--- config.mk ---
export PLATFORM = sky130hd
export DESIGN_NAME = trace_request_queue_flat
export DESIGN_NICKNAME = d
export VERILOG_FILES = /design/src/rtl/trace_request_queue_if.sv /design/src/rtl/trace_request_queue.sv /design/src/flat_wrapper.sv
export SDC_FILE = /design/constraint.sdc
export NUM_CORES = 1
export LEC_CHECK = 0
export CORE_ASPECT_RATIO = 1.4
export CORE_UTILIZATION = 40
export DETAILED_ROUTE_END_ITERATION = 6
export GPL_ROUTABILITY_DRIVEN = 0
export GPL_TIMING_DRIVEN = 0
export SLEW_MARGIN = 20
export SYNTH_ARGS = -nofsm -noshare
export SYNTH_HDL_FRONTEND = slang
export SYNTH_SLANG_ARGS = --single-unit
--- constraint.sdc ---
create_clock -name clk -period 18.1 [get_ports clk]
set_input_delay 5.43 -clock clk [delete_from_list [all_inputs] [get_ports clk]]
set_output_delay 5.43 -clock clk [all_outputs]
set_load 0.05 [all_outputs]
--- src/rtl/trace_request_queue_if.sv ---
`default_nettype none
// ============================================================================
// Module      : trace_request_queue_if
// Description : Handshake bundle between the trace front end, the timestamped
//               request queue and the DDR5 controller scheduler. The queue
//               itself binds to the slave modport.
// Revision    : 1.0 - initial release
// ============================================================================
interface trace_request_queue_if #(
    parameter int MEM_ADDR_WIDTH = 36,
    parameter int CPU_CLK_WIDTH  = 32,
    parameter int CPU_CORE_WIDTH = 4,
    parameter int MEM_OPN_WIDTH  = 3,
    parameter int QUEUE_DEPTH    = 16
);
    localparam int CNT_W = $clog2(QUEUE_DEPTH + 1);

    // Control
    logic                      skip_en;

    // Enqueue side
    logic                      in_valid;
    logic                      in_ready;
    logic [CPU_CLK_WIDTH-1:0]  in_time;
    logic [CPU_CORE_WIDTH-1:0] in_core;
    logic [MEM_OPN_WIDTH-1:0]  in_opn;
    logic [MEM_ADDR_WIDTH-1:0] in_addr;

    // Issue side
    logic                      out_valid;
    logic                      out_ready;
    logic [CPU_CLK_WIDTH-1:0]  out_time;
    logic [CPU_CORE_WIDTH-1:0] out_core;
    logic [MEM_OPN_WIDTH-1:0]  out_opn;
    logic [MEM_ADDR_WIDTH-1:0] out_addr;

    // Status
    logic [CPU_CLK_WIDTH-1:0]  cycle;
    logic [CNT_W-1:0]          count;
    logic                      err_opn;
    logic [15:0]               err_cnt;

    modport slave (
        input  skip_en,
        input  in_valid, in_time, in_core, in_opn, in_addr,
        output in_ready,
        output out_valid, out_time, out_core, out_opn, out_addr,
        input  out_ready,
        output cycle, count, err_opn, err_cnt
    );

    modport master (
        output skip_en,
        output in_valid, in_time, in_core, in_opn, in_addr,
        input  in_ready,
        input  out_valid, out_time, out_core, out_opn, out_addr,
        output out_ready,
        input  cycle, count, err_opn, err_cnt
    );
endinterface
`default_nettype wire

--- src/rtl/trace_request_queue.sv ---
`default_nettype none
// ============================================================================
// Module      : trace_request_queue
// Description : In-order FIFO of parsed trace entries. The head entry is
//               released only once the internal CPU cycle counter reaches its
//               timestamp; optional skip mode jumps the counter forward to the
//               head timestamp instead of idling.
// Revision    : 1.0 - initial release
// ============================================================================
module trace_request_queue #(
    parameter int MEM_ADDR_WIDTH = 36,
    parameter int CPU_CLK_WIDTH  = 32,
    parameter int CPU_CORE_WIDTH = 4,
    parameter int MEM_OPN_WIDTH  = 3,
    parameter int QUEUE_DEPTH    = 16
) (
    input  wire                    clk,
    input  wire                    rst,
    trace_request_queue_if.slave   bus
);
    localparam int PTR_W = $clog2(QUEUE_DEPTH);
    localparam int CNT_W = $clog2(QUEUE_DEPTH + 1);

    localparam logic [MEM_OPN_WIDTH-1:0] c_OPN_MAX = MEM_OPN_WIDTH'(2);
    localparam logic [CNT_W-1:0]         c_FULL    = CNT_W'(QUEUE_DEPTH);
    localparam logic [15:0]              c_ERR_MAX = 16'hFFFF;

    // Entry storage (data path only, no reset needed)
    logic [CPU_CLK_WIDTH-1:0]  r_mem_time [QUEUE_DEPTH];
    logic [CPU_CORE_WIDTH-1:0] r_mem_core [QUEUE_DEPTH];
    logic [MEM_OPN_WIDTH-1:0]  r_mem_opn  [QUEUE_DEPTH];
    logic [MEM_ADDR_WIDTH-1:0] r_mem_addr [QUEUE_DEPTH];

    logic [PTR_W-1:0]          r_wr_ptr;
    logic [PTR_W-1:0]          r_rd_ptr;
    logic [CNT_W-1:0]          r_count;
    logic [CPU_CLK_WIDTH-1:0]  r_cycle;
    logic                      r_err_opn;
    logic [15:0]               r_err_cnt;

    logic [CPU_CLK_WIDTH-1:0]  w_head_time;
    logic                      w_in_ready;
    logic                      w_out_valid;
    logic                      w_push;
    logic                      w_store;
    logic                      w_drop;
    logic                      w_pop;
    logic                      w_not_empty;

    // Readiness is decoded purely from registered state so neither side sees
    // a combinational path from the other.
    assign w_head_time = r_mem_time[r_rd_ptr];
    assign w_not_empty = (r_count != '0);
    assign w_in_ready  = (r_count != c_FULL);
    assign w_out_valid = w_not_empty && (w_head_time <= r_cycle);

    // Invalid operation codes still complete the handshake but are discarded.
    assign w_push  = bus.in_valid && w_in_ready;
    assign w_store = w_push && (bus.in_opn <= c_OPN_MAX);
    assign w_drop  = w_push && (bus.in_opn >  c_OPN_MAX);
    assign w_pop   = w_out_valid && bus.out_ready;

    // Write accepted entries at the tail; the head slot is never overwritten
    // while occupied because a full queue refuses input.
    always_ff @(posedge clk) begin
        if (w_store) begin
            r_mem_time[r_wr_ptr] <= bus.in_time;
            r_mem_core[r_wr_ptr] <= bus.in_core;
            r_mem_opn[r_wr_ptr]  <= bus.in_opn;
            r_mem_addr[r_wr_ptr] <= bus.in_addr;
        end
    end

    // Pointer and occupancy bookkeeping; pointers wrap naturally at the depth.
    always_ff @(posedge clk or posedge rst) begin
        if (rst) begin
            r_wr_ptr <= '0;
            r_rd_ptr <= '0;
            r_count  <= '0;
        end else begin
            if (w_store) begin
                r_wr_ptr <= r_wr_ptr + PTR_W'(1);
            end
            if (w_pop) begin
                r_rd_ptr <= r_rd_ptr + PTR_W'(1);
            end
            if (w_store && !w_pop) begin
                r_count <= r_count + CNT_W'(1);
            end else if (!w_store && w_pop) begin
                r_count <= r_count - CNT_W'(1);
            end
        end
    end

    // CPU cycle counter: saturates, optionally skips idle time to the head.
    always_ff @(posedge clk or posedge rst) begin
        if (rst) begin
            r_cycle <= '0;
        end else if (r_cycle == '1) begin
            r_cycle <= r_cycle;
        end else if (bus.skip_en && w_not_empty && (w_head_time > r_cycle)) begin
            r_cycle <= w_head_time;
        end else begin
            r_cycle <= r_cycle + CPU_CLK_WIDTH'(1);
        end
    end

    // Dropped-entry reporting: one-cycle pulse plus saturating tally.
    always_ff @(posedge clk or posedge rst) begin
        if (rst) begin
            r_err_opn <= 1'b0;
            r_err_cnt <= '0;
        end else begin
            r_err_opn <= w_drop;
            if (w_drop && (r_err_cnt != c_ERR_MAX)) begin
                r_err_cnt <= r_err_cnt + 16'd1;
            end
        end
    end

    assign bus.in_ready  = w_in_ready;
    assign bus.out_valid = w_out_valid;
    assign bus.out_time  = w_head_time;
    assign bus.out_core  = r_mem_core[r_rd_ptr];
    assign bus.out_opn   = r_mem_opn[r_rd_ptr];
    assign bus.out_addr  = r_mem_addr[r_rd_ptr];
    assign bus.cycle     = r_cycle;
    assign bus.count     = r_count;
    assign bus.err_opn   = r_err_opn;
    assign bus.err_cnt   = r_err_cnt;

endmodule
`default_nettype wire

--- src/flat_wrapper.sv ---
// flat-port wrapper written by rule: the top's interface ports become plain ports
module trace_request_queue_flat 
#(
    parameter int MEM_ADDR_WIDTH = 36,
    parameter int CPU_CLK_WIDTH  = 32,
    parameter int CPU_CORE_WIDTH = 4,
    parameter int MEM_OPN_WIDTH  = 3,
    parameter int QUEUE_DEPTH    = 16
)
  (clk, rst, bus_skip_en, bus_in_valid, bus_in_time, bus_in_core, bus_in_opn, bus_in_addr, bus_in_ready, bus_out_valid, bus_out_time, bus_out_core, bus_out_opn, bus_out_addr, bus_out_ready, bus_cycle, bus_count, bus_err_opn, bus_err_cnt);
  trace_request_queue_if #(.MEM_ADDR_WIDTH(MEM_ADDR_WIDTH), .CPU_CLK_WIDTH(CPU_CLK_WIDTH), .CPU_CORE_WIDTH(CPU_CORE_WIDTH), .MEM_OPN_WIDTH(MEM_OPN_WIDTH), .QUEUE_DEPTH(QUEUE_DEPTH)) bus_i ();
  input  wire clk;
  input  wire rst;
  input wire logic [$bits(bus_i.skip_en)-1:0] bus_skip_en;
  input wire logic [$bits(bus_i.in_valid)-1:0] bus_in_valid;
  input wire logic [$bits(bus_i.in_time)-1:0] bus_in_time;
  input wire logic [$bits(bus_i.in_core)-1:0] bus_in_core;
  input wire logic [$bits(bus_i.in_opn)-1:0] bus_in_opn;
  input wire logic [$bits(bus_i.in_addr)-1:0] bus_in_addr;
  output wire logic [$bits(bus_i.in_ready)-1:0] bus_in_ready;
  output wire logic [$bits(bus_i.out_valid)-1:0] bus_out_valid;
  output wire logic [$bits(bus_i.out_time)-1:0] bus_out_time;
  output wire logic [$bits(bus_i.out_core)-1:0] bus_out_core;
  output wire logic [$bits(bus_i.out_opn)-1:0] bus_out_opn;
  output wire logic [$bits(bus_i.out_addr)-1:0] bus_out_addr;
  input wire logic [$bits(bus_i.out_ready)-1:0] bus_out_ready;
  output wire logic [$bits(bus_i.cycle)-1:0] bus_cycle;
  output wire logic [$bits(bus_i.count)-1:0] bus_count;
  output wire logic [$bits(bus_i.err_opn)-1:0] bus_err_opn;
  output wire logic [$bits(bus_i.err_cnt)-1:0] bus_err_cnt;
  assign bus_i.skip_en = bus_skip_en;
  assign bus_i.in_valid = bus_in_valid;
  assign bus_i.in_time = bus_in_time;
  assign bus_i.in_core = bus_in_core;
  assign bus_i.in_opn = bus_in_opn;
  assign bus_i.in_addr = bus_in_addr;
  assign bus_in_ready = bus_i.in_ready;
  assign bus_out_valid = bus_i.out_valid;
  assign bus_out_time = bus_i.out_time;
  assign bus_out_core = bus_i.out_core;
  assign bus_out_opn = bus_i.out_opn;
  assign bus_out_addr = bus_i.out_addr;
  assign bus_i.out_ready = bus_out_ready;
  assign bus_cycle = bus_i.cycle;
  assign bus_count = bus_i.count;
  assign bus_err_opn = bus_i.err_opn;
  assign bus_err_cnt = bus_i.err_cnt;
  trace_request_queue #(.MEM_ADDR_WIDTH(MEM_ADDR_WIDTH), .CPU_CLK_WIDTH(CPU_CLK_WIDTH), .CPU_CORE_WIDTH(CPU_CORE_WIDTH), .MEM_OPN_WIDTH(MEM_OPN_WIDTH), .QUEUE_DEPTH(QUEUE_DEPTH)) u_core (.clk(clk), .rst(rst), .bus(bus_i));
endmodule
==> impl_results.md <==
* Outcome: finished clean
* CTS Root Cell: clkbuf_16
* Cells after synthesis at 2572
* Mean number of vias per cell at 5.62
* Global routing usage on met1 at 26.4%
* Post-synth net total at 2696
* Clk_lat worst skew at 0.72 ns
* Met2 Use GR at 37.1%
* Peak Freq at 0.0848 GHz
* Post-synth top flop: edfxtp_1
* Commonest non-fill, non-tap cell in the layout: edfxtp_1
* Seq/Total Area, Yosys at 75.4%
* CTS resizes at 0
* Number of flops mapped to enable cells by yosys at 1200
* Crit path DAT at 6.36 ns
* Crit Path Class: reg2out
* Layout cells sized above 1 at 18.7%
* Post-synthesis area per instance at 19.4 µm²
* RR Startpoint: u_core.r_rd_ptr[1]
* Worst setup EP type: output port
* Overflow left after global routing at 0
* Clk_skew at 0.0298 ns
* Initial antenna violation count at 11
* Vias in the first global route at 27458
* Hold path start: u_core.bus.err_cnt[7]
* Sequential cell area at 37600 µm²
* Post-Synthesis Cell Area at 49800 µm²
* Final Max Tran Viols at 0
* DP HPWL at 88.5 mm
* Reg2Reg Setup Slack at 11.00 ns
* Post-layout util at 48.1%
* Main combinational cell family by area after synthesis: multiplexers
* H-Tree Depth at 3
* Wire per inst at 28.0 µm
* Worst-path clk slew at 0.06 ns
* TritonCTS buffer count at 121
* Slew margin rel. at 22.1%
* Post-CTS Setup Bufs at 0
* R2R Path End: u_core.bus.count[4]
* Simple-Gate Fraction of Synth Area at 2.07%
* Crit start category: flip-flop
* Synthesis-to-layout area growth at 18.8%
* M3 GR Usage at 2.82%
* Int Power at 6210 µW
* Tot GR Track Use at 20.9%
* Synth Area in XOR/XNOR at 0.897%
* Clk pwr share at 24.1%
* CTS max path bufs at 3
* CTS tree: done
* Die Ht at 420 µm
* Core area at 123000 µm²
* Via count at 26498
* R2R depth at 22
* Busiest grt layer: met2
* Post-CTS Hold Buffers at 0
* Comb pwr share at 41.6%
* Sw Ratio at 38.4%
* Post-route ant nets at 0
* Fin nets at 3117
* Hold depth at 1
* Initial Util at 40.5%
* Clk sinks at 1262
* Most frequent cells in the layout: edfxtp_1, mux2i_1, clkdlybuf4s50_1
* Netlist cell types at 52
* Setup TNS at 0 ns
* Period utilization at 65.1%
* Compound-gate portion of the synthesized area at 4.83%
* Leakage Power at 0.0199 µW
* Proportion of synthesized area in mux cells at 13.9%
* CP required at 12.67 ns
* Area taken by multi-input logic gates at 11400 µm²
* Hold Path End: u_core.bus.err_cnt[7]
* First-pass DRT Iterations at 5
* Hold crit path type: reg2reg
* First-pass GRT wire length at 189 mm
* Max VDD drop at 0.000186 V
* #FFs+latches synth at 1262
* Die width at 300 µm
* Crit-path max FO at 10
* Crit path time final at 11.79 ns
* Post-synthesis async set-or-reset flop share at 4.91%
* Reg power frac at 34.3%
* Switching power at 3870 µW
* Pwr per Cell Area at 170 nW/µm²
* Least-Margin Pin Slew at 1.17 ns
* Post-Synth Adder-Cell Area at 1.12%
* Port buffer count at 210
* Endpoints failing setup at 0
* Synth warn at 0
* Pwr Total at 10100 µW
* Detailed Route WL at 132 mm
* Rows at 152
* Die area at 126000 µm²
* Pin count of the biggest net entering global routing at 53
* Unrepaired setup endpoints after global routing: false
* Final Hold Viols at 0
* # DRC at 0
* # IOs at 211
* DR iter-0 viols at 2424
* Filler Cells Inserted at 10079
* Maxcap violations at 0
## through the flow
step / cell area, µm² / hold WS [ns] / worst slack, ns / instances
2_1_floorplan: 49800 / 0.508 / 6.27 / 2572
3_3_place_gp: 53900 / 0.474 / -2.05 / 4399
3_5_place_dp: 55400 / 0.490 / 7.06 / 4487
4_1_cts: 59200 / 0.501 / 6.28 / 4710
5_1_grt: 59200 / 0.529 / 6.10 / 4711
6_report: 59200 / 0.496 / 6.31 / 4712
## flip-flops by register name, indices dropped and copies added (netlist names)
| signal | cells |
|---|---|
| u_core.r_mem_opn | 48 |
| u_core.r_mem_time | 512 |
| u_core.bus.err_cnt | 16 |
| u_core.r_mem_core | 64 |
| u_core.bus.err_opn | 1 |
| u_core.bus.cycle | 32 |
| u_core.r_mem_addr | 576 |
| u_core.r_rd_ptr | 4 |
| u_core.bus.count | 5 |
| u_core.r_wr_ptr | 4 |
## worst max-delay path: stages (launching register included)
cell and delay (ns):
dfrtp_1 0.34, buf_2 0.27, and2_1 0.17, clkbuf_1 0.33
clkbuf_1 0.88, a221oi_1 0.28, a22oi_1 0.20, o21ai_0 0.38
ha_1 0.49, nand4_1 0.18, nor4_1 0.59, and2b_1 0.30
o41a_2 0.18, nor2_1 0.10, and2_1 0.13, clkdlybuf4s50_1 0.79
## synth_stat cells (12+ instances only)
cell type  number  area [µm²]
buf_4          16         120
a22oi_1        73         548
ha_1           43         538
mux2_2         46         518
xnor2_1        44         385
dfrtp_1        62        1550
buf_2          35         175
clkbuf_1       64         240
nor2_1         22        82.6
inv_1          43         161
o21ai_1        18        90.1
mux4_2        188        4230
nand3_1        19        95.1
nand4_1        18         113
and3_1         12        75.1
nand2_1        97         364
o21ai_0       105         526
a21oi_1        89         445
mux2i_1       217        2170
a221oi_1       72         631
edfxtp_1     1200       36000
## kinds of logic after synthesis
logic type	count (synthesis)
AOI/OAI and AO/OA	376
xor gates and xnor gates	51
adders and majority gates	44
buffers and inverters	176
DFF	1262
muxes	451
and+or+nand+nor	212
## metal layers
metal | up-vias | part of all wire (%)
li1 | 11376 | -
met1 | 13915 | 40
met2 | 992 | 52
met3 | 207 | 5.8
met4 | 8 | 2.3
met5 | - | 0.039
## power by group through the flow
stage | Clock, µW | Combinational [µW] | Sequential [µW]
3_5_place_dp | 0 | 4220 | 3520
3_3_place_gp | 0 | 4120 | 3530
6_report | 2430 | 4190 | 3460
5_1_grt | 2570 | 4440 | 3470
2_1_floorplan | 0 | 2560 | 3670
4_1_cts | 2470 | 4230 | 3450
## layout make-up
cell class	instances	area share [%]
clock inverters	79	1.09
repair buffers	298	5.87
multi-input cells	1134	19.3
inverters	43	0.277
clock buffers	144	5.30
flip-flops and latches	1262	63.5
plain buffers	133	1.20
diodes	2	0.00846
well taps	1617	3.42
## worst max-delay path by stage
stage / start / end / depth (start not counted) / slack, ns
finish: u_core.r_rd_ptr[1] / bus_out_valid / 15 / 6.31
global route: u_core.r_rd_ptr[1] / bus_out_valid / 15 / 6.10
CTS: u_core.r_rd_ptr[1] / bus_out_valid / 15 / 6.28
detailed placement: u_core.r_rd_ptr[1] / bus_out_valid / 15 / 7.06
global placement: bus_in_opn[1] / u_core.r_mem_addr[6][27] / 6 / -2.05
floorplan: bus_in_opn[1] / u_core.r_mem_addr[7][0] / 5 / 6.27
No activity file was read; power rests on OpenSTA's default activity.
